**config.mk**
```make
export PLATFORM = sky130hd
export DESIGN_NAME = mutative_policy_ctrl
export DESIGN_NICKNAME = d
export VERILOG_FILES = /design/src/rtl/mutative_policy_ctrl.sv
export SDC_FILE = /design/constraint.sdc
export NUM_CORES = 1
export LEC_CHECK = 0
export BUFFER_PORTS_ARGS = -buffer_cell sky130_fd_sc_hd__buf_4
export CAP_MARGIN = 20
export CORE_UTILIZATION = 61
export DETAILED_ROUTE_END_ITERATION = 6
export PLACE_DENSITY = 0.86
export SETUP_SLACK_MARGIN = 0.3
export SYNTH_ARGS = -nofsm -noshare
export SYNTH_HDL_FRONTEND = slang
export SYNTH_SLANG_ARGS = --single-unit
```
**constraint.sdc**
```tcl
create_clock -name clk -period 4.4 [get_ports clk]
set_input_delay 0.22 -clock clk [delete_from_list [all_inputs] [get_ports clk]]
set_output_delay 0.22 -clock clk [all_outputs]
set_load 0.005 [all_outputs]
```
**src/rtl/mutative_policy_ctrl.sv**
```systemverilog
// rtl/mutative_policy_ctrl.sv - miss-classifying cache associativity policy controller
module mutative_policy_ctrl #(
  parameter int NUM_MODES   = 4,
  parameter int CNT_W       = 16,
  parameter int WINDOW      = 64,
  parameter int UP_THRESH   = 32,
  parameter int DOWN_THRESH = 16,
  parameter int CONFLICT_WT = 2,
  parameter int CAPACITY_WT = 1,
  localparam int MODE_W     = (NUM_MODES > 1) ? $clog2(NUM_MODES) : 1
) (
  input  logic              clk,
  input  logic              rst,
  input  logic              cpu_req,
  input  logic              cache_ready,
  input  logic              real_cache_valid,
  input  logic              real_cache_hit,
  input  logic              real_cache_full,
  input  logic              full_assoc_hit,
  input  logic              full_assoc_full,
  input  logic              force_valid,
  input  logic [MODE_W-1:0] force_mode,
  output logic [MODE_W-1:0] mode,
  output logic              switch_req,
  output logic [MODE_W-1:0] target_mode,
  input  logic              switch_ack,
  output logic [CNT_W-1:0]  hit_count,
  output logic [CNT_W-1:0]  req_count,
  output logic [CNT_W-1:0]  score
);

  typedef enum logic [2:0] {
    S_IDLE, S_CLASSIFY, S_WAIT, S_EVAL, S_SWITCH
  } state_t;

  // Score arithmetic is done two bits wider so the saturation test sees the true sum.
  localparam int EW = CNT_W + 2;
  localparam logic [MODE_W-1:0]    MAX_MODE = MODE_W'(NUM_MODES - 1);
  localparam logic [CNT_W-1:0]     WIN_CNT  = CNT_W'(WINDOW);
  localparam logic signed [EW-1:0] UP_LIM   = EW'(UP_THRESH);
  localparam logic signed [EW-1:0] DN_LIM   = EW'(-DOWN_THRESH);
  localparam logic signed [EW-1:0] SC_MAX   = {3'b000, {(CNT_W-1){1'b1}}};
  localparam logic signed [EW-1:0] SC_MIN   = {3'b111, {(CNT_W-1){1'b0}}};

  state_t                  state, state_nx;
  logic [MODE_W-1:0]       mode_q, target_q;
  logic [CNT_W-1:0]        score_q;
  logic [CNT_W-1:0]        hit_q, req_q;
  logic                    pending_q;

  logic                    is_hit, is_conflict, is_capacity;
  logic [CNT_W-1:0]        req_inc, hit_inc;
  logic                    window_done;
  logic signed [EW-1:0]    score_ext, score_sum;
  logic [CNT_W-1:0]        score_nx;
  logic                    eval_up, eval_down;
  logic [MODE_W-1:0]       force_clamped;

  // Classify the outcome, form saturated counter updates and the window decision.
  always_comb begin
    is_hit      = real_cache_valid & real_cache_hit;
    is_conflict = real_cache_valid & ~real_cache_hit & (full_assoc_hit | ~real_cache_full);
    is_capacity = real_cache_valid & ~real_cache_hit & ~full_assoc_hit
                  & real_cache_full & full_assoc_full;
    req_inc     = (req_q == '1) ? req_q : req_q + 1'b1;
    hit_inc     = (hit_q == '1) ? hit_q : hit_q + 1'b1;
    window_done = (req_inc >= WIN_CNT);
    score_ext   = {{2{score_q[CNT_W-1]}}, score_q};
    score_sum   = score_ext;
    if (is_conflict) begin
      score_sum = score_ext + EW'(CONFLICT_WT);
    end else if (is_capacity) begin
      score_sum = score_ext - EW'(CAPACITY_WT);
    end
    if (score_sum > SC_MAX) begin
      score_nx = SC_MAX[CNT_W-1:0];
    end else if (score_sum < SC_MIN) begin
      score_nx = SC_MIN[CNT_W-1:0];
    end else begin
      score_nx = score_sum[CNT_W-1:0];
    end
    eval_up       = (score_ext >= UP_LIM) && (mode_q < MAX_MODE);
    eval_down     = (score_ext <= DN_LIM) && (mode_q != '0);
    force_clamped = (int'(force_mode) > NUM_MODES - 1) ? MAX_MODE : force_mode;
  end

  // State register.
  always_ff @(posedge clk) begin
    if (rst) begin
      state <= S_IDLE;
    end else begin
      state <= state_nx;
    end
  end

  // Next-state logic; the final request of a window must complete before EVAL.
  always_comb begin
    state_nx = state;
    case (state)
      S_IDLE: begin
        if (force_valid) begin
          state_nx = S_SWITCH;
        end else if (cpu_req) begin
          state_nx = S_CLASSIFY;
        end
      end
      S_CLASSIFY: begin
        if (window_done) begin
          state_nx = cache_ready ? S_EVAL : S_WAIT;
        end else begin
          state_nx = cache_ready ? S_IDLE : S_WAIT;
        end
      end
      S_WAIT: begin
        if (cache_ready) begin
          state_nx = pending_q ? S_EVAL : S_IDLE;
        end
      end
      S_EVAL: begin
        state_nx = (eval_up || eval_down) ? S_SWITCH : S_IDLE;
      end
      S_SWITCH: begin
        if (switch_ack) begin
          state_nx = S_IDLE;
        end
      end
      default: state_nx = S_IDLE;
    endcase
  end

  // Outputs decoded from state and registered datapath.
  always_comb begin
    switch_req  = (state == S_SWITCH);
    mode        = mode_q;
    target_mode = target_q;
    hit_count   = hit_q;
    req_count   = req_q;
    score       = score_q;
  end

  // Datapath: counters, mode, switch target and the end-of-window pending flag.
  always_ff @(posedge clk) begin
    if (rst) begin
      mode_q    <= '0;
      target_q  <= '0;
      score_q   <= '0;
      hit_q     <= '0;
      req_q     <= '0;
      pending_q <= 1'b0;
    end else begin
      case (state)
        S_IDLE: begin
          if (force_valid) begin
            target_q <= force_clamped;
          end
        end
        S_CLASSIFY: begin
          req_q   <= req_inc;
          score_q <= score_nx;
          if (is_hit) begin
            hit_q <= hit_inc;
          end
          if (window_done && !cache_ready) begin
            pending_q <= 1'b1;
          end
        end
        S_WAIT: begin
          if (cache_ready) begin
            pending_q <= 1'b0;
          end
        end
        S_EVAL: begin
          if (eval_up) begin
            target_q <= mode_q + 1'b1;
          end else if (eval_down) begin
            target_q <= mode_q - 1'b1;
          end else begin
            score_q <= '0;
            hit_q   <= '0;
            req_q   <= '0;
          end
        end
        S_SWITCH: begin
          if (switch_ack) begin
            mode_q    <= target_q;
            score_q   <= '0;
            hit_q     <= '0;
            req_q     <= '0;
            pending_q <= 1'b0;
          end
        end
        default: ;
      endcase
    end
  end

endmodule

```
==> results.sh <==
export IMPL_status="finished, final reports clean"
export IMPL_setup_tns_ns=0
export IMPL_finalCriticalPeriod_ns=3.04
export IMPL_crit_fanout=10
export IMPL_hold_ws_ns=0.0968
export IMPL_yosys_area_top_type_share_pct=30.7
export IMPL_finalInstanceArea_sq_mm=0.00424
export IMPL_path_clk_slew_ns=0.11
export IMPL_cts_setup_buffers=0
export IMPL_track_usage_pct=31.3
export IMPL_p_leak_nw=1.62
export IMPL_nets=550
export IMPL_grt_pass1_wl_um=15800
export IMPL_synth_seq_cells=56
export IMPL_syn_instance_count=483
export IMPL_maxCapViolations=0
export IMPL_critPathTopFamily="simple AND/OR/NAND/NOR gates"
export IMPL_grt_max_degree=28
export IMPL_die_y_um=79.4
export IMPL_viasPerCell=6.43
export IMPL_r2r_cells=9
export IMPL_finalMaxSlewViolations=0
export IMPL_dieArea_sq_mm=0.00631
export IMPL_seq_area_frac_synth_pct=30.7
export IMPL_routed_wl_um=9640
export IMPL_slew_headroom_pct=48.6
export IMPL_diodes=0
export IMPL_rsz0062_at_grt="false"
export IMPL_cts_max_level=2
export IMPL_cts_resized_gates=0
export IMPL_syn_area_per_cell_sq_um=7.57
export IMPL_power_density_mw_per_mm2=228
export IMPL_crit_path_frequent_cell="o211ai_1"
export IMPL_dp_cells=596
export IMPL_synthArstFlopShare_pct=0
export IMPL_fmax_ghz=0.329
export IMPL_cts_sinks=56
export IMPL_crit_buf_inv=1
export IMPL_drive_above_1_share_pct=17.3
export IMPL_port_buffers=65
export IMPL_worst_clock_skew_ns=0.0105
export IMPL_fin_crit_sh_pct=69.1
export IMPL_end_kind="flip-flop"
export IMPL_synth_edf_count=0
export IMPL_cts_made_buffers=5
export IMPL_std_cell_rows=27
export IMPL_first_global_vias=3378
export IMPL_post_synth_top_area_cell="dfxtp_1"
export IMPL_cts_tree="yes"
export IMPL_area_growth_pct=16.1
export IMPL_worst_slew_pin_transition_ns=0.771
export IMPL_initial_utilization_pct=64.8
export IMPL_worst_slack_ns=1.36
export IMPL_post_route_drc_count=0
export IMPL_vias=3886
export IMPL_finalHoldViolCount=0
export IMPL_holdPathStages=2
export IMPL_nFillCells=475
export IMPL_antenna_found_initial=0
export IMPL_place_ws_ns=1.40
export IMPL_dr_pass1_iters=5
export IMPL_setup_viol=0
export IMPL_clockBufferDepth=2
export IMPL_cts_root_buf="clkbuf_8"
export IMPL_ant_nets=0
export IMPL_die_w_um=79.4
export IMPL_cp_cell_sequence="inv_1 > ha_1 > or3b_2 > and4_1 > o211ai_1 > nand2_1 > nor2_1 > a21oi_1 > o211ai_1"
export IMPL_io_pins=66
export IMPL_yosysUniqueCellTypes=60
export IMPL_wl_per_cell_um=16.0
export IMPL_ys_top_cells_by_area="dfxtp_1 (31%), nor2_1 (5.8%), a21oi_1 (4.4%), o21ai_0 (4.2%), nand2_1 (3.7%)"
export IMPL_critical_path_slowest_cell="nor2_1"
export IMPL_cp_depth=9
export IMPL_grt_ovfl_total=0
export IMPL_synthesis_nets=502
export IMPL_worstSetupPathType="flip-flop to flip-flop"
export IMPL_initialDrtViolationCount=375
export IMPL_yosysWarnings=0
export IMPL_netlist_area_sq_mm=0.00365
export IMPL_ys_flop_type="dfxtp_1"
export IMPL_required_ns=4.64
export IMPL_gp_congestion=0.899
export IMPL_place_area_sq_mm=0.00415
export IMPL_final_cells=604
export IMPL_layout_common_cells="buf_4 (69), nor2_1 (56), dfxtp_1 (56), nand2_1 (36), a21oi_1 (32)"
export IMPL_startpoint_type="flip-flop"
export IMPL_final_common_cell="buf_4"
export IMPL_postCtsHoldBufs=0
export IMPL_core_sq_mm=0.00564
export IMPL_ir_drop_uv=215
export IMPL_clk_latency_ns=0.32
export IMPL_max_stage_delay_ns=0.63
export IMPL_post_dp_hpwl_um=6860
export IMPL_cp_arrival_ns=3.28
export IMPL_hp_class="primary input to flip-flop"
==> synth_stat cells, types with 3 or more instances <==
library cell,number
nor2b_1,4
nand3_1,20
xnor2_1,15
o211ai_1,10
clkbuf_1,25
and2_1,11
a21oi_1,32
a31oi_1,11
nand2b_1,4
or4_1,5
o31ai_1,6
and4_1,9
ha_1,6
or3_1,10
nand4_1,12
o31a_1,3
mux2i_1,7
and3_1,12
a22oi_1,5
o21ai_0,31
xor2_1,4
nor4_1,10
inv_1,16
nor3_1,25
dfxtp_1,56
nand2_1,36
nor2_1,56
==> cells by family after synthesis <==
kind of cell,count (synthesis),synth area share [%]
and+or+nand+nor,227,32.8
AOI/OAI and AO/OA,121,21.8
DFF,56,30.7
buffers and inverters,44,4.93
xor gates and xnor gates,19,4.55
muxes,10,3.15
adders and majority gates,6,2.05
==> per-layer routing <==
metal / routed length (um) / global-route usage, %
met5: 0 / 0
met4: 157 / 9.27
met3: 801 / 5.26
met2: 4600 / 51.0
met1: 4080 / 42.1
==> sequential cells by signal, indices dropped and copies added (netlist names) <==
signal and count:
hit_count 16, mode 2, pending_q 1, req_count 16, score 16, state 3, target_mode 2
==> worst register-to-register path, cell delays in order (launching register included) <==
cell and delay [ns]:
dfxtp_1 0.40, inv_1 0.13, ha_1 0.20, or3b_2 0.45, and4_1 0.21, o211ai_1 0.27
nand2_1 0.33, nor2_1 0.63, a21oi_1 0.10, o211ai_1 0.24
==> per-stage QoR <==
stage | utilization, % | power [W]
after CTS | 75.2 | 0.000971
after floorplan | - | 0.000621
after global placement | 73.5 | 0.000662
after global routing | 75.2 | 0.00101
after detailed placement | 73.5 | 0.000668
final | 75.2 | 0.000966
==> path summary, 6_finish.rpt <==
kind / endpoint / slack [ns] / start
worst max-delay path: score[0]$_SDFFE_PP0P_ / 1.36 / score[1]$_SDFFE_PP0P_
worst min-delay path: pending_q$_SDFFE_PP0P_ / 0.1 / cache_ready
worst max register to register: score[0]$_SDFFE_PP0P_ / 1.36 / score[1]$_SDFFE_PP0P_
worst min register to register: pending_q$_SDFFE_PP0P_ / 0.53 / pending_q$_SDFFE_PP0P_
==> final cells by class <==
class | count | area (sq um) | area share [%]
clock buffers | 5 | 68.8 | 1.62
flip-flops and latches | 56 | 1120 | 26.4
clock inverters | 3 | 26.3 | 0.619
repair buffers | 69 | 518 | 12.2
well taps | 72 | 90.1 | 2.12
multi-input cells | 383 | 2360 | 55.6
inverters | 16 | 60.1 | 1.42
==> where the power goes <==
| group | total, W | switching [W] | internal (W) |
|---|---|---|---|
| Clock | 0.000308 | 0.000190 | 0.000118 |
| Sequential | 0.000526 | 0.0000124 | 0.000514 |
| Combinational | 0.000132 | 0.0000819 | 0.0000505 |
No activity file was read; power rests on OpenSTA's default activity.
